File: config.mk
export PLATFORM = sky130hd
export DESIGN_NAME = fp_div_normalizer
export DESIGN_NICKNAME = d
export VERILOG_FILES = /design/src/rtl/fp_div_pkg.sv /design/src/rtl/fp_round_rne.sv /design/src/rtl/fp_div_normalizer.sv
export SDC_FILE = /design/constraint.sdc
export NUM_CORES = 1
export LEC_CHECK = 0
export CAP_MARGIN = 10
export CORE_UTILIZATION = 52
export CTS_BUF_LIST = sky130_fd_sc_hd__clkbuf_8
export DETAILED_ROUTE_END_ITERATION = 16
export GPL_TIMING_DRIVEN = 0
export HOLD_SLACK_MARGIN = 0.06
export PLACE_DENSITY = 0.83
export SETUP_SLACK_MARGIN = 0.05
export SLEW_MARGIN = 20
export SYNTH_ARGS = -nofsm -noshare
export SYNTH_HDL_FRONTEND = slang
export SYNTH_SLANG_ARGS = --single-unit
File: constraint.sdc
create_clock -name clk -period 3 [get_ports clk]
set_input_delay 0.6 -clock clk [delete_from_list [all_inputs] [get_ports clk]]
set_output_delay 0.6 -clock clk [all_outputs]
set_load 0.05 [all_outputs]
File: src/rtl/fp_div_pkg.sv
// -----------------------------------------------------------------------------
// fp_div_pkg
// Shared definitions for the divider-output normalizer: FSM state encoding,
// IEEE-754 single-precision field widths, internal exponent width and a helper
// that assembles a packed single-precision word.
// -----------------------------------------------------------------------------
package fp_div_pkg;

    typedef enum logic [1:0] {
        ST_IDLE  = 2'd0,
        ST_NORM  = 2'd1,
        ST_ROUND = 2'd2,
        ST_PACK  = 2'd3
    } state_t;

    localparam int EXP_BIAS = 127;
    localparam int EXP_MAX  = 255;
    localparam int MANT_W   = 24;   // significand width including hidden bit
    localparam int EXP_W    = 8;    // packed exponent field width
    localparam int IEXP_W   = 12;   // internal signed exponent width
    localparam int EXP_IN_W = 10;   // width of the incoming exponent difference

    // Assemble {sign, exponent, fraction} into a single-precision word.
    function automatic logic [31:0] pack_fp(
        input logic              sign,
        input logic [EXP_W-1:0]  exp_field,
        input logic [MANT_W-2:0] frac_field
    );
        return {sign, exp_field, frac_field};
    endfunction

endpackage

File: src/rtl/fp_round_rne.sv
// -----------------------------------------------------------------------------
// fp_round_rne
// Combinational round-to-nearest-even on a 24-bit significand.
//   mant_in  : significand before rounding (hidden bit is mant_in[23])
//   guard    : first bit below the significand LSB
//   rnd      : second bit below the significand LSB
//   sticky   : OR of every lower discarded bit
//   frac_out : rounded 23-bit fraction (hidden bit dropped)
//   carry    : rounding overflowed 24 bits; exponent must be incremented
// -----------------------------------------------------------------------------
module fp_round_rne
    import fp_div_pkg::*;
(
    input  logic [MANT_W-1:0] mant_in,
    input  logic              guard,
    input  logic              rnd,
    input  logic              sticky,
    output logic [MANT_W-2:0] frac_out,
    output logic              carry
);

    logic inc_s;

    // Increment when above half, or exactly half with an odd significand.
    assign inc_s = guard & (rnd | sticky | mant_in[0]);

    // An all-ones significand plus one overflows; the 23-bit fraction then
    // wraps to zero, which is exactly the 0x800000 significand after the carry.
    assign carry    = inc_s & (&mant_in);
    assign frac_out = mant_in[MANT_W-2:0] + {{(MANT_W-2){1'b0}}, inc_s};

endmodule

File: src/rtl/fp_div_normalizer.sv
// -----------------------------------------------------------------------------
// fp_div_normalizer
// Turns an integer divider's quotient/remainder into an IEEE-754 single.
// The quotient is normalized one bit per cycle so that bit FRAC_POS is the
// leading one, then rounded (RNE) and packed with overflow to infinity and
// flush-to-zero on underflow.
// Ports:
//   clk, rst   : clock, synchronous active-high reset
//   div_ready  : divider done level; a rising edge in IDLE starts an operation
//   q_in, r_in : quotient and remainder (remainder only feeds sticky)
//   sign_in    : result sign
//   exp_in     : signed biased exponent difference (10 bits)
//   result     : packed single-precision result, held between valid pulses
//   valid      : one-cycle pulse when result updates
//   busy       : high whenever an operation is in flight
// -----------------------------------------------------------------------------
module fp_div_normalizer
    import fp_div_pkg::*;
#(
    parameter int WIDTH    = 64,
    parameter int FRAC_POS = 26
) (
    input  logic                clk,
    input  logic                rst,
    input  logic                div_ready,
    input  logic [WIDTH-1:0]    q_in,
    input  logic [WIDTH-1:0]    r_in,
    input  logic                sign_in,
    input  logic [EXP_IN_W-1:0] exp_in,
    output logic [31:0]         result,
    output logic                valid,
    output logic                busy
);

    // Positions of the guard, round and top sticky bits below the significand.
    localparam int G_POS = FRAC_POS - MANT_W;
    localparam int R_POS = FRAC_POS - MANT_W - 1;
    localparam int S_TOP = FRAC_POS - MANT_W - 2;

    localparam logic signed [IEXP_W-1:0] E_ZERO  = '0;
    localparam logic signed [IEXP_W-1:0] E_ONE   = IEXP_W'(1);
    localparam logic signed [IEXP_W-1:0] E_MAX_S = IEXP_W'(EXP_MAX);

    state_t                    state_r, next_state_s;
    logic [WIDTH-1:0]          w_r, w_nxt_s;
    logic signed [IEXP_W-1:0]  e_r, e_nxt_s;
    logic                      s_r, s_nxt_s;
    logic                      sticky_r, sticky_nxt_s;
    logic [MANT_W-2:0]         frac_r, frac_nxt_s;
    logic [31:0]               result_r, result_nxt_s;
    logic                      valid_r;
    logic                      busy_r;
    logic                      dr_prev_r;

    logic                      start_s;
    logic                      w_high_s;
    logic                      rnd_sticky_s;
    logic [MANT_W-2:0]         rnd_frac_s;
    logic                      rnd_carry_s;

    assign start_s      = div_ready & ~dr_prev_r;
    assign w_high_s     = (w_r[WIDTH-1:FRAC_POS+1] != '0);
    assign rnd_sticky_s = sticky_r | (|w_r[S_TOP:0]);

    fp_round_rne u_round (
        .mant_in  (w_r[FRAC_POS -: MANT_W]),
        .guard    (w_r[G_POS]),
        .rnd      (w_r[R_POS]),
        .sticky   (rnd_sticky_s),
        .frac_out (rnd_frac_s),
        .carry    (rnd_carry_s)
    );

    // Next-state and datapath update for the normalize/round/pack sequence.
    always_comb begin
        next_state_s = state_r;
        w_nxt_s      = w_r;
        e_nxt_s      = e_r;
        s_nxt_s      = s_r;
        sticky_nxt_s = sticky_r;
        frac_nxt_s   = frac_r;
        result_nxt_s = result_r;
        case (state_r)
            ST_IDLE: begin
                if (start_s) begin
                    w_nxt_s      = q_in;
                    e_nxt_s      = {{(IEXP_W-EXP_IN_W){exp_in[EXP_IN_W-1]}}, exp_in};
                    s_nxt_s      = sign_in;
                    sticky_nxt_s = (r_in != '0);
                    next_state_s = ST_NORM;
                end else begin
                    next_state_s = ST_IDLE;
                end
            end
            ST_NORM: begin
                if (w_high_s) begin
                    w_nxt_s      = w_r >> 1;
                    sticky_nxt_s = sticky_r | w_r[0];
                    e_nxt_s      = e_r + E_ONE;
                end else if (w_r == '0) begin
                    // Zero exponent makes PACK emit a signed zero.
                    e_nxt_s      = E_ZERO;
                    next_state_s = ST_PACK;
                end else if (!w_r[FRAC_POS]) begin
                    w_nxt_s      = w_r << 1;
                    e_nxt_s      = e_r - E_ONE;
                end else begin
                    next_state_s = ST_ROUND;
                end
            end
            ST_ROUND: begin
                frac_nxt_s   = rnd_frac_s;
                sticky_nxt_s = rnd_sticky_s;
                if (rnd_carry_s) begin
                    e_nxt_s = e_r + E_ONE;
                end else begin
                    e_nxt_s = e_r;
                end
                next_state_s = ST_PACK;
            end
            ST_PACK: begin
                if (e_r >= E_MAX_S) begin
                    result_nxt_s = pack_fp(s_r, 8'hFF, 23'h000000);
                end else if (e_r <= E_ZERO) begin
                    result_nxt_s = {s_r, 31'h00000000};
                end else begin
                    result_nxt_s = pack_fp(s_r, e_r[EXP_W-1:0], frac_r);
                end
                next_state_s = ST_IDLE;
            end
            default: begin
                next_state_s = ST_IDLE;
            end
        endcase
    end

    // State, datapath and output registers; reset aborts any operation.
    always_ff @(posedge clk) begin
        if (rst) begin
            state_r   <= ST_IDLE;
            w_r       <= '0;
            e_r       <= E_ZERO;
            s_r       <= 1'b0;
            sticky_r  <= 1'b0;
            frac_r    <= '0;
            result_r  <= 32'h00000000;
            valid_r   <= 1'b0;
            busy_r    <= 1'b0;
            // Treat div_ready as already high so a level held through reset
            // does not look like a fresh edge.
            dr_prev_r <= 1'b1;
        end else begin
            state_r   <= next_state_s;
            w_r       <= w_nxt_s;
            e_r       <= e_nxt_s;
            s_r       <= s_nxt_s;
            sticky_r  <= sticky_nxt_s;
            frac_r    <= frac_nxt_s;
            result_r  <= result_nxt_s;
            valid_r   <= (state_r == ST_PACK);
            busy_r    <= (next_state_s != ST_IDLE);
            dr_prev_r <= div_ready;
        end
    end

    assign result = result_r;
    assign valid  = valid_r;
    assign busy   = busy_r;

endmodule

==> results by group, run 1 <==
Final layout
  • Final nets: approximately 1,200
  • End-of-flow core utilization: a little under three quarters
  • Fraction of layout cells with a size suffix above 1: between 7 and 8%
  • Leading cell type in the layout, fill and taps excluded: sky130_fd_sc_hd__clkdlybuf4s50_1
  • Non-filler cells, final: ~1,300
  • Layout filler cell count: ~1,100
  • # diodes: 0
  • Top library cells by usage in the layout, fill and taps aside: sky130_fd_sc_hd__clkdlybuf4s50_1 (174), sky130_fd_sc_hd__dfxtp_1 (138), sky130_fd_sc_hd__nor2_1 (118), sky130_fd_sc_hd__nand2_1 (87)
  • Area added between synthesis and finish: 32.4%

Logic synthesis
  • Ys Warns: 0
  • Fraction of post-synthesis cell area in the top cell type by area: approximately 38%
  • Number of synthesized register bits: around 140
  • Sequential fraction of the synthesis area: 37.8%
  • Primary flip-flop cell chosen by synthesis mapping: sky130_fd_sc_hd__dfxtp_1
  • Async set-or-reset flop fraction in the synthesized netlist: 0%
  • Synth Area per Inst: just over 8 um2
  • Synthesized instance count: slightly below 900
  • Net Count, Synth: between 1,000 and 1,500
  • Leading post-synthesis cells by cell area: sky130_fd_sc_hd__dfxtp_1 (38%), sky130_fd_sc_hd__a211oi_1 (6.2%), sky130_fd_sc_hd__nor2_1 (6.1%), sky130_fd_sc_hd__mux2i_1 (5.6%), sky130_fd_sc_hd__nand2_1 (4.5%)
  • Most area-hungry cell type in the Yosys netlist: sky130_fd_sc_hd__dfxtp_1
  • Cell area after technology mapping: about 7300 um2
  • EDFF count, synth: 0
  • Count of cell types in the netlist: 66

STA
  • Slew Limit Fails: 0
  • Skew final: approximately 0.010 ns
  • Hold Worst Slack: between 0.4 and 0.5 ns
  • Final Hold Fails: 0
  • Min cycle time layout: roughly 2.7 ns
  • Maximum clock frequency: approximately 370 MHz
  • Final count of negative-setup-slack endpoints: 0
  • Setup repair after global routing missed its margin: false
  • Worst Tran Pin Value: roughly 0.81 ns
  • Rel. slew slack: 45.9%
  • Period utilization: roughly 90%
  • Setup Total Neg Slack: 0 ns

Worst setup path
  • Element type at the critical path end: flop
  • Worst Path Class, Setup: reg2reg
  • Cell type with the highest occurrence count on the critical path: sky130_fd_sc_hd__clkbuf_1
  • Sort of element at the start of the critical path: flop
  • Maximum fanout along the worst path: 10
  • Data arrival at the endpoint of the critical path: around 3.0 ns
  • Critical Path RT: ~3.3 ns
  • Crit. Startpoint: w_r[58]$_SDFFE_PP0P_
  • Cell Chain, Critical Path: nor4_1, nand4_2, nor3_4, a31oi_1, clkbuf_1, clkbuf_1, nor2_1, a211oi_1
  • Launching point of the worst reg2reg path: w_r[58]$_SDFFE_PP0P_
  • Cell at the slowest stage of the critical path: sky130_fd_sc_hd__nor4_1
  • Delay of the slowest critical-path stage: 0.46 ns

Drt
  • Number of antenna-violating nets in the routed design: 0
  • Total wire length after detailed routing: roughly 22 mm
  • Initial DRC count: 672
  • Drt pass-1 iters: 6
  • Vias: between 7,000 and 8,000
  • DR vias/cell: about 6.0
  • DR WL/cell: about 17 um
  • DRC violation count after routing: 0

Placed design
  • Final HPWL from detailed placement: ~16 mm
  • Placed Cells incl. Taps: 1,241
  • Global placement routability congestion: 0.948
  • # port buffers: between 150 and 200

Power
  • Highest ir drop seen on vdd: ~0.37 mV
  • Post-layout total power: 4.34 mW
  • Leakage power: approximately 3.2 nW
  • Power density over the cells: 448 nW/um2

Floorplan
  • Die Ht: 121 um
  • Number of cell rows: 42
  • Top-level I/O count: about 180
  • Starting density of the core: between 50% and 60%
  • Area of the core: between 10,000 and 15,000 um2
  • Die Width: 121 um
  • DIE AREA: around 15,000 um2

Hold path
  • Hold Crit Class: reg2reg
  • Worst min-delay path startpoint: sticky_r$_SDFFE_PP0P_

Global routing
  • Met3 track utilization from global routing: roughly 6%
  • Number of global-route vias before repair: between 7,000 and 8,000
  • Total GRT Usage: between 30% and 40%
  • Most heavily used metal layer in global routing: met2
  • Grt met2 use: between 40% and 50%
  • Met1 track demand over resource: roughly two fifths
  • First-pass GRT wire length: between 30 and 40 mm
  • Initial antenna violation count: 0
  • Pin count of the biggest net entering global routing: 17
  • Total overflow reported by the global router: 0

Clock network
  • CTS tree: built
  • CTS Buf Count: 17
  • CTS sink count: approximately 140
  • Hold-fix buffers, CTS: 0
  • Library cell used as clock root buffer: sky130_fd_sc_hd__clkbuf_8
  • Max clock buf depth: 2
  • Clk slew on worst S/H paths: ~0.080 ns
  • H-tree levels: 4
  • Clock Latency Late Sink: between 0.4 and 0.5 ns

Run
  • MaxCap Viol Count: 0

Run status
  • Result of the run: finished clean
==> sequential cells by signal (all words and copies together), names as in the netlist, 2 cells and up <==
name,count
e_r,12
frac_r,23
result,32
state_r,2
w_r,64
==> synth_stat cells, types with 12 or more instances <==
| library cell | n |
|---|---|
| sky130_fd_sc_hd__mux2i_1 | 41 |
| sky130_fd_sc_hd__a311o_1 | 26 |
| sky130_fd_sc_hd__nand4_1 | 14 |
| sky130_fd_sc_hd__xor2_1 | 17 |
| sky130_fd_sc_hd__clkbuf_1 | 60 |
| sky130_fd_sc_hd__nor4_1 | 38 |
| sky130_fd_sc_hd__nand3_1 | 40 |
| sky130_fd_sc_hd__o21ai_0 | 13 |
| sky130_fd_sc_hd__a21oi_1 | 40 |
| sky130_fd_sc_hd__nand2_1 | 87 |
| sky130_fd_sc_hd__dfxtp_1 | 138 |
| sky130_fd_sc_hd__a211oi_1 | 60 |
| sky130_fd_sc_hd__inv_1 | 12 |
| sky130_fd_sc_hd__nor3_1 | 15 |
| sky130_fd_sc_hd__nor2_1 | 118 |
| sky130_fd_sc_hd__buf_2 | 15 |
| sky130_fd_sc_hd__a22o_1 | 23 |
==> power breakdown <==
group / internal (mW) / total [mW] / switching, mW / leakage [nW]
Clock: 0.635 / 1.44 / 0.803 / 0.183
Combinational: 0.415 / 0.901 / 0.485 / 1.88
Sequential: 1.92 / 2.00 / 0.0801 / 1.12
==> per-stage QoR <==
| step | cell area (um2) | setup WS, ns |
|---|---|---|
| after floorplan | 7310 | 0.873 |
| after global placement | 9270 | 0.173 |
| after detailed placement | 9270 | 0.140 |
| after CTS | 9640 | 0.113 |
| after global routing | 9680 | 0.0708 |
| final | 9680 | 0.299 |
==> logic make-up after synthesis <==
| group | count (synthesis) | synth area share (%) |
|---|---|---|
| XOR/XNOR | 28 | 3.35 |
| AND/OR/NAND/NOR | 358 | 23.6 |
| buffers and inverters | 99 | 5.61 |
| adder cells (fa/ha/maj) | 8 | 1.37 |
| multiplexers | 41 | 5.61 |
| AO/OA/AOI/OAI | 219 | 22.6 |
| flip-flops | 138 | 37.8 |
==> final cells by class <==
class,instances,area [um2],area share (%)
clock inverters,13,108,1.11
multi-input cells,654,4140,42.8
inverters,13,48.8,0.504
clock buffers,19,262,2.70
flip-flops and latches,138,2760,28.5
plain buffers,86,362,3.74
repair buffers,178,1770,18.3
well taps,176,220,2.28
==> worst max-delay path: cells and delay by family, from the launching register on <==
family	cells	cell delay, ns
simple gates	4	1.43
buf+inv	2	0.54
flops	1	0.34
compound gates	2	0.25
==> repair_timing <==
item,in CTS,in global routing
gates resized for setup,0,1
setup endpoints to repair,0,41
buffers inserted,0,4
==> final timing paths <==
kind | endpoint | slack, ns | cells past startpoint
min | sticky_r$_SDFFE_PP0P_ | 0.47 | 2
min reg2reg | sticky_r$_SDFFE_PP0P_ | 0.47 | 2
max reg2reg | w_r[61]$_SDFFE_PP0P_ | 0.30 | 8
max | w_r[61]$_SDFFE_PP0P_ | 0.30 | 8
==> layer usage <==
metal	up-vias	routed length, um
met3	48	2330
met1	3481	9050
met5	-	0
li1	3682	-
met2	448	9640
met4	0	536
No activity file was read; power rests on OpenSTA's default activity.
==> run 2, diff against run 1 <==
CORE_UTILIZATION = 66   (was 52)
DONT_BUFFER_PORTS = 1   (was default)
PLACE_DENSITY = 0.82   (was 0.83)
SKIP_LAST_GASP = 1   (was default)
==> run 2 against run 1 <==
  * Sequential power hardly changed
  * Sequential cell count stayed put
  * Register-to-register slack worse by 0.04 ns
  * Clock-buffer cell count is 1 higher
  * Clock skew is 0.0041 ns lower
  * Die area is 21% lower
  * Design area is 18% lower
  * Final cell count is 16% lower
  * Critical path depth is 1 higher
  * Core utilization is 1.8 points higher
  * Wire length is 3.7% lower
  * Non-clock buffer count is 175 lower
  * Critical path type unchanged
  * Largest power group unchanged
==> results by group, run 2 (synthesis gave the netlist of run 1 again) <==
Drt
  • Total wire length after detailed routing: 20.8 mm (-3.7%)
  • Vias: 7,142 (-6.8%)
  • Number of antenna-violating nets in the routed design: 0 (unchanged)
  • DRC violation count after routing: 0 (unchanged)
  • DR WL/cell: 19.4 um (+15%)
  • Initial DRC count: 759 (+13%)
  • Drt pass-1 iters: 7 (+1)
  • DR vias/cell: 6.69 (+12%)

STA
  • Worst Tran Pin Value: 0.767 ns (-0.0383 ns)
  • Setup repair after global routing missed its margin: false
  • Maximum clock frequency: 365 MHz (-1.5%)
  • Final count of negative-setup-slack endpoints: 0 (unchanged)
  • Slew Limit Fails: 0 (unchanged)
  • Hold Worst Slack: 0.241 ns (-0.232 ns)
  • Skew final: 0.00626 ns (-0.00413 ns)
  • Period utilization: 91.4% (+1.4 points)
  • Final Hold Fails: 0 (unchanged)
  • Rel. slew slack: 48.4% (+2.5 points)
  • Min cycle time layout: 2.74 ns (+0.0405 ns)
  • Setup Total Neg Slack: 0 ns (unchanged)

Global routing
  • First-pass GRT wire length: 32.7 mm (-5.4%)
  • Total overflow reported by the global router: 0 (unchanged)
  • Number of global-route vias before repair: 6,562 (-7.2%)
  • Total GRT Usage: 36.5% (+6.4 points)
  • Initial antenna violation count: 1 (+1)
  • Pin count of the biggest net entering global routing: 17 (unchanged)

Floorplan
  • Top-level I/O count: 176 (unchanged)
  • Number of cell rows: 38 (-9.5%)
  • Area of the core: 10,800 um2 (-20%)
  • DIE AREA: 11,500 um2 (-21%)
  • Die Ht: 107 um (-11%)
  • Starting density of the core: 67.7% (+13 points)
  • Die Width: 107 um (-11%)

Clock network
  • Max clock buf depth: 2 (unchanged)
  • CTS tree: built
  • Clk slew on worst S/H paths: 0.08 ns (about the same)
  • Hold-fix buffers, CTS: 0 (unchanged)
  • CTS Buf Count: 17 (unchanged)
  • Clock Latency Late Sink: 0.46 ns (about the same)
  • H-tree levels: 4 (unchanged)
  • CTS sink count: 138 (unchanged)
  • Library cell used as clock root buffer: sky130_fd_sc_hd__clkbuf_8

Worst setup path
  • Element type at the critical path end: flop
  • Delay of the slowest critical-path stage: 0.44 ns (-0.02 ns)
  • Critical Path RT: 3.37 ns (+0.04 ns)
  • Worst Path Class, Setup: reg2reg
  • Cell type with the highest occurrence count on the critical path: sky130_fd_sc_hd__clkbuf_1
  • Data arrival at the endpoint of the critical path: 3.11 ns (+0.08 ns)
  • Cell Chain, Critical Path: clkbuf_1, nor4_1, nand4_1, o21ai_0, a31oi_1, clkbuf_1, buf_1, nor2_1, a211oi_1
  • Combined buffer and inverter count along the critical path: 3 (+1)
  • Cell at the slowest stage of the critical path: sky130_fd_sc_hd__buf_1
  • Maximum fanout along the worst path: 10 (unchanged)
  • Sort of element at the start of the critical path: flop
  • Cell type group with the largest total delay on the critical path: buffers and inverters

Run
  • MaxCap Viol Count: 0 (unchanged)

Power
  • Leakage power: 2.55 nW (-20%)
  • Post-layout total power: 4.34 mW (about the same)
  • Highest ir drop seen on vdd: 0.438 mV (+19%)
  • Power density over the cells: 545 nW/um2 (+22%)

Final layout
  • Top library cells by usage in the layout, fill and taps aside: sky130_fd_sc_hd__dfxtp_1 (138), sky130_fd_sc_hd__nor2_1 (118), sky130_fd_sc_hd__nand2_1 (87), sky130_fd_sc_hd__clkbuf_1 (60), sky130_fd_sc_hd__a211oi_1 (60)
  • Layout filler cell count: 812 (-24%)
  • Fraction of layout cells with a size suffix above 1: 8.42% (+1.3 points)
  • Largest register by flop count: w_r
  • Final nets: 1,063 (-14%)
  • Area added between synthesis and finish: 8.87%
  • Leading cell type in the layout, fill and taps excluded: sky130_fd_sc_hd__dfxtp_1
  • Flip-flop count of the largest register after layout: 64 (unchanged)

Run status
  • Result of the run: finished clean

Placed design
  • Final HPWL from detailed placement: 15.3 mm (-5.5%)
  • Global placement routability congestion: 0.938 (-1.0%)
  • # port buffers: 0 (-100%)

Hold path
  • Hold Crit Class: in2reg
==> run 2: repair_timing <==
action,CTS,global route
resized for setup,1,3
endpoints found under the setup margin,1,62
pin swaps,0,3
setup buffers,0,3
==> run 2: metrics by stage <==
| step | utilization (%) | setup WS, ns | cells | instance area (um2) |
|---|---|---|---|---|
| final | 73.7 | 0.258 | 1067 | 7960 |
| after global routing | 73.7 | 0.0686 | 1066 | 7960 |
| after CTS | 73.3 | 0.148 | 1063 | 7910 |
| after detailed placement | 69.3 | 0.147 | 1031 | 7480 |
| after global placement | 69.3 | 0.249 | 1031 | 7480 |
| after floorplan | - | 0.873 | 891 | 7310 |
==> run 2: area by class of cell <==
class | instances | area [um2] | area share, %
clock buffers | 20 | 275 | 3.46
repair buffers | 3 | 22.5 | 0.283
diodes | 1 | 2.50 | 0.0314
well taps | 140 | 175 | 2.20
clock inverters | 12 | 148 | 1.86
plain buffers | 86 | 362 | 4.54
flip-flops and latches | 138 | 2760 | 34.7
inverters | 13 | 48.8 | 0.613
multi-input cells | 654 | 4160 | 52.3
==> run 2: report_power, final <==
group	internal, mW	switching (mW)
Sequential	1.92	0.0863
Clock	0.882	0.734
Combinational	0.253	0.464
==> run 2: final timing paths <==
path,slack (ns),start,to,cells after the start
hold reg to reg,0.48,frac_r[17]$_SDFFE_PP0P_,result[17]$_SDFFE_PP0P_,1
setup reg to reg,0.26,w_r[12]$_SDFFE_PP0P_,w_r[41]$_SDFFE_PP0P_,9
hold / removal,0.24,div_ready,dr_prev_r$_SDFF_PP1_,1
setup / recovery,0.26,w_r[12]$_SDFFE_PP0P_,w_r[41]$_SDFFE_PP0P_,9
==> run 2: layer usage <==
layer	share of wire (%)	routed length (um)	track usage [%]
met4	2.1	426	15.4
met5	0	0	0
met3	8.5	1760	8.02
met2	44	9200	55.7
met1	45	9370	49.6
==> run 2: worst reg2reg max path, cell delays in order (launching register included) <==
cell,delay [ns]
sky130_fd_sc_hd__dfxtp_1,0.31
sky130_fd_sc_hd__clkbuf_1,0.35
sky130_fd_sc_hd__nor4_1,0.12
sky130_fd_sc_hd__nand4_1,0.20
sky130_fd_sc_hd__o21ai_0,0.20
sky130_fd_sc_hd__a31oi_1,0.29
sky130_fd_sc_hd__clkbuf_1,0.40
sky130_fd_sc_hd__buf_1,0.44
sky130_fd_sc_hd__nor2_1,0.08
sky130_fd_sc_hd__a211oi_1,0.24
